### src/rtl/sample_counter_bank.sv
// Multi-channel sample address generator with per-voice loop/one-shot
// playback, retrigger, and choke groups for mutually exclusive voices.
module sample_counter_bank #(
    parameter int WIDTH    = 15,
    parameter int CHANNELS = 4
) (
    input  logic                        clk,
    input  logic                        resetn,
    input  logic                        en,
    input  logic [CHANNELS-1:0]         go,
    input  logic [CHANNELS-1:0]         loop,
    input  logic [CHANNELS-1:0]         choke,
    input  logic [CHANNELS*WIDTH-1:0]   max_count,
    output logic [CHANNELS*WIDTH-1:0]   count,
    output logic [CHANNELS-1:0]         active,
    output logic [CHANNELS-1:0]         done
);

    typedef enum logic {
        IDLE = 1'b0,
        PLAY = 1'b1
    } state_t;

    logic [CHANNELS-1:0] grp_go;

    assign grp_go = go & choke;

    for (genvar i = 0; i < CHANNELS; i++) begin : g_ch
        localparam logic [CHANNELS-1:0] SELF = CHANNELS'(1) << i;

        state_t           st, st_n;
        logic [WIDTH-1:0] cnt, cnt_n;
        logic [WIDTH-1:0] len, len_n;
        logic             lp, lp_n;
        logic             dn, dn_n;
        logic             choked;

        // A group member triggering silences every other member not itself retriggered.
        assign choked = choke[i] & ~go[i] & (|(grp_go & ~SELF));

        always_comb begin
            st_n  = st;
            cnt_n = cnt;
            len_n = len;
            lp_n  = lp;
            dn_n  = 1'b0;
            if (go[i]) begin
                st_n  = PLAY;
                cnt_n = '0;
                len_n = max_count[i*WIDTH +: WIDTH];
                lp_n  = loop[i];
            end else if (choked) begin
                st_n  = IDLE;
                cnt_n = '0;
            end else if (st == PLAY && en) begin
                if (cnt >= len) begin
                    dn_n  = 1'b1;
                    cnt_n = '0;
                    if (!lp) begin
                        st_n = IDLE;
                    end
                end else begin
                    cnt_n = cnt + WIDTH'(1);
                end
            end
        end

        always_ff @(posedge clk or negedge resetn) begin
            if (!resetn) begin
                st  <= IDLE;
                cnt <= '0;
                len <= '0;
                lp  <= 1'b0;
                dn  <= 1'b0;
            end else begin
                st  <= st_n;
                cnt <= cnt_n;
                len <= len_n;
                lp  <= lp_n;
                dn  <= dn_n;
            end
        end

        assign count[i*WIDTH +: WIDTH] = cnt;
        assign active[i]               = (st == PLAY);
        assign done[i]                 = dn;
    end

endmodule

### config.mk
export PLATFORM = sky130hd
export DESIGN_NAME = sample_counter_bank
export DESIGN_NICKNAME = d
export VERILOG_FILES = /design/src/rtl/sample_counter_bank.sv
export SDC_FILE = /design/constraint.sdc
export NUM_CORES = 1
export LEC_CHECK = 0
export CELL_PAD_IN_SITES_DETAIL_PLACEMENT = 1
export CELL_PAD_IN_SITES_GLOBAL_PLACEMENT = 1
export CORE_ASPECT_RATIO = 2
export CORE_MARGIN = 1.5
export CORE_UTILIZATION = 40
export DETAILED_ROUTE_END_ITERATION = 7
export PLACE_DENSITY = 0.87
export SLEW_MARGIN = 10
export SYNTH_ARGS = -nofsm -noshare
export SYNTH_HDL_FRONTEND = slang
export SYNTH_SLANG_ARGS = --single-unit
### constraint.sdc
create_clock -name clk -period 2.8 [get_ports clk]
set_input_delay 0.42 -clock clk [delete_from_list [all_inputs] [get_ports clk]]
set_output_delay 0.42 -clock clk [all_outputs]
set_load 0.05 [all_outputs]
# Word-level counts from Yosys, hierarchy flattened
# Index checks and enable logic that the tools add are counted.
# W data, S select, Z words.
# totals
regBits,132
wordCells,117
# op_classes
n_addsub,4
reduce_logical,20
order_cmp,4
mux,52
n_bitwise,13
eq_ne,4
# op_table
operator,n
$mux W15,16
$add A15 B1 Y15 const B,4
$ge A15 B15 Y1,4
$mux W1,36
$reduce_bool A3 Y1,8
$ne A3 B2 Y1 const B,4
$reduce_and A3 Y1,4
$reduce_or A3 Y1,4
$and A1 B1 Y1,8
$and A4 B4 Y4,1
$logic_and A1 B1 Y1,4
$not A1 Y1,4

# Longest topological paths before layout
# logic_depth
depth_word,5
depth_mapped,9
ltp_nobuf,8

# Least setup slack after synthesis
# Ideal clock, no wire load.
# synth_timing
path_kind,register to register
start,register g_ch[3].cnt[2]
end,register g_ch[3].cnt[1]
setup_ns,0.078
slack_ns,0.359
synth_period_minus_slack_ns,2.441
arrival_time_ns,2.363
stages_incl_launch_ff,8
n_path_buf,0
required_time_ns,2.722
path_cell_list,dfrtp_1 -> ha_1 -> a21oi_1 -> o21ai_0 -> a2111oi_2 -> o21ai_1 -> or4b_1 -> a21oi_1
# synth_via
elab_chain_len,5
# synth_lines
element,line,source
from (decl),32,"logic [WIDTH-1:0] cnt, cnt_n;"
from (signal assigned),77,cnt <= cnt_n;
$ge A15 B15 Y1,56,if (cnt >= len) begin
$mux W15,56,
$mux W15,55,end else if (st == PLAY && en) begin
$mux W15,52,end else if (choked) begin
$mux W15,47,if (go[i]) begin
# Every way passes these cells. The select of a mux whose other input is x is not followed.
# A chain may end at the register's enable or synchronous reset.

# Worst setup path after layout
# layout_timing
start,register g_ch[0].cnt[0]
end,register g_ch[0].cnt[9]
# layout_via
elab_chain_len,5
word_cells_on_any_way,6
# layout_lines
element,line
from (decl),32
from (signal assigned),77
$add A15 B1 Y15 / $ge A15 B15 Y1 (equally long branches),"63, 56"
$mux W15 (*),56
$mux W15 (*),55
$mux W15 (*),52
$mux W15 (*),47
# Mark *: on every way between the ends. The rest lies on a longest branch, timed or not. The select of a mux whose other input is x is not followed.

==> results.toml <==
[status]
outcome = "finished, violations left"
violations = "design-rule violations"

[route]
wire_per_inst_um = 18.5
vias = 6535
vias_per_cell = 5.52
routed_wirelength_mm = 21.9
first_pass_iters = 8
ant_nets = 0
drc = 6
drtIter0Drc = 194

[grt]
grt_use_total = 0.241
grt-ovfl-total = 0
antenna_found_initial = 0
grt_pass1_vias = 7289
grt_max_degree = 73
grt_pass1_wl_mm = 36.3

[yosys]
synth_edf_count = 0
ys_top_cells_by_area = "dfrtp_1 45%, ha_1 11%, o21ai_0 5.6%"
ys.flop_type = "dfrtp_1"
async_reset_ff_frac = 1.00
synth-seq-cells = 132
syn_area_um2 = 7370
synth_nets = 942
yosysSeqAreaShare = 0.448
synth_top_cell_by_area = "dfrtp_1"
netlist_instances = 803
ys_warn_count = 0
synth_top_area_frac = 0.448
yosysMostFrequentCell = "dfrtp_1"
synth_common_cells = "132 x dfrtp_1, 108 x nand2_1, 83 x o21ai_0"
avgSynthCellArea_um2 = 9.18
synth_cell_types = 51

[power]
p_leak_nw = 4.36
powerDensity_nw_per_um2 = 513
finalPower_mw = 4.95
ir_drop_v = 0.000362

[sta]
hold_violations = 0
period_share = 0.937
layout_setup_ws_ps = 176
final.setup.tns_ps = 0
rsz0062_at_grt = "false"
relSlewSlack = 0.314
finalCriticalPeriod_ps = 2620
drv_slew = 0
holdWs_ps = 19.2
tightestPinTransition_ps = 1030
fmax_ghz = 0.381
clock_skew_ps = 10.8
setup_viol = 0

[worst_setup_path]
cpMaxStageDelayCell = "a2111oi_0"
r2r_cells = 9
crit_path_end_kind = "flop"
crit_path_max_incr_delay_ps = 670
cp_max_fo = 12
cp.buffers_inverters = 2
crit_top_cell = "o21ai_0"
crit_arrival_ps = 2970
path_cells = "inv_1 -> ha_1 -> nor2b_1 -> o21ai_0 -> a2111oi_0 -> o21a_1 -> o21ai_0 -> buf_4 -> nor2_1"
crit_required_ps = 3150
path_class = "flop to flop"
critPathTopFamily = "compound AO/OA/AOI/OAI gates"
start_kind = "flop"
worst-path-stages = 9

[place]
port_buffers = 142
dp_hpwl_mm = 15.8
dpl_cell_area_um2 = 9070
dp.cells = 1152
pre_cts_slack_ps = 174
finalWeightedCongestion = 0.804

[clock_network]
insertion_delay_ps = 430
cts_buffer_depth = 2
hold_buffers = 0
cts_buffers = 17
postCtsSetupRepairBufs = 0
clkTransAtPathRegs_ps = 60
clock-root-buffer = "clkbuf_16"
htree_levels = 4
cts_resized = 0
tritoncts = "built"
clkSinkCount = 132

[hold_path]
worstHoldPathType = "primary input to asynchronous set/reset pin"

[layout]
stdcell_count = 1183
multiInputGateArea_um2 = 3620
areaGrowthSynthToFinish_pct = 31.1
final_nets = 1094
n_antenna_cell = 0
stdcell_area_um2 = 9660
final_util = 0.533
nFillCells = 2075
drive_above_1_share = 0.0724
seq_area_um2 = 3300

[die]
die_y_um = 195
pin_count = 143
core_area_um2 = 18100
rows = 70
start_util = 0.406
die_w_um = 99.0
die_area_um2 = 19300

[job]
max-cap-violations = 0
==> power breakdown <==
group          internal, mW  switching [mW]  total [mW]
clock                  1.44           0.851        2.29
combinational         0.260           0.358       0.618
sequential             2.00          0.0429        2.05
==> path summary, 6_finish.rpt <==
kind / start / end / slack (ps)
min: resetn / g_ch[1].len[10] / 20
min reg2reg: g_ch[3].lp / g_ch[3].lp / 520
max in group asynchronous: resetn / g_ch[3].cnt[2] / 1980
max: g_ch[0].cnt[0] / g_ch[0].cnt[9] / 180
min in group clk: g_ch[3].lp / g_ch[3].lp / 520
max reg2reg: g_ch[0].cnt[0] / g_ch[0].cnt[9] / 180
==> cell type report <==
type	instances	area share
flip-flops and latches	132	0.342
multi-input cells	567	0.374
inverters	72	0.0280
well taps	216	0.0280
clock inverters	9	0.0133
clock buffers	22	0.0481
repair buffers	165	0.166
==> metal layers <==
layer  GRT usage  part of all wire
met4       0.123             0.038
met5           0                 0
met2       0.456              0.56
met1       0.246              0.36
met3      0.0457             0.038
==> layout by cell type (no fill, tap or decap), types with 3 or more instances in the layout <==
cell	count
mux2_2	8
nand4_1	11
nor3_1	29
and4_1	4
buf_4	22
clkbuf_16	17
a21oi_1	41
nor2b_1	13
o211ai_1	5
clkbuf_1	3
a2111oi_0	3
nand2b_1	3
a222oi_1	4
a22o_1	7
or3_1	3
and3_1	11
xnor2_1	24
nand2_1	108
clkinv_2	3
bufinv_16	3
a21o_1	3
nor4_1	6
o21a_1	8
dfrtp_1	132
and2_1	5
nand3b_1	3
nand3_1	18
nor3b_1	8
ha_1	64
inv_1	72
o21ai_0	83
o21ai_1	7
clkdlybuf4s50_1	141
nor2_1	52
xor2_1	14
==> registers in the layout (all words and copies together), names as in the netlist <==
| register | flops |
|---|---|
| g_ch.len | 60 |
| g_ch.lp | 4 |
| g_ch.cnt | 60 |
| g_ch.st | 4 |
| g_ch.dn | 4 |
==> cells by family (layout without fill, tap and decap cells) <==
group                    Yosys count  after routing  synth area share
flip-flops                       132            132             0.448
multiplexers                       9              9            0.0136
AND/OR/NAND/NOR                  279            279             0.179
adder cells (fa/ha/maj)           64             64             0.109
AO/OA/AOI/OAI                    177            177             0.144
XOR/XNOR                          38             38            0.0452
buffers and inverters            104            268            0.0611
(Power assumes the default switching activity.)
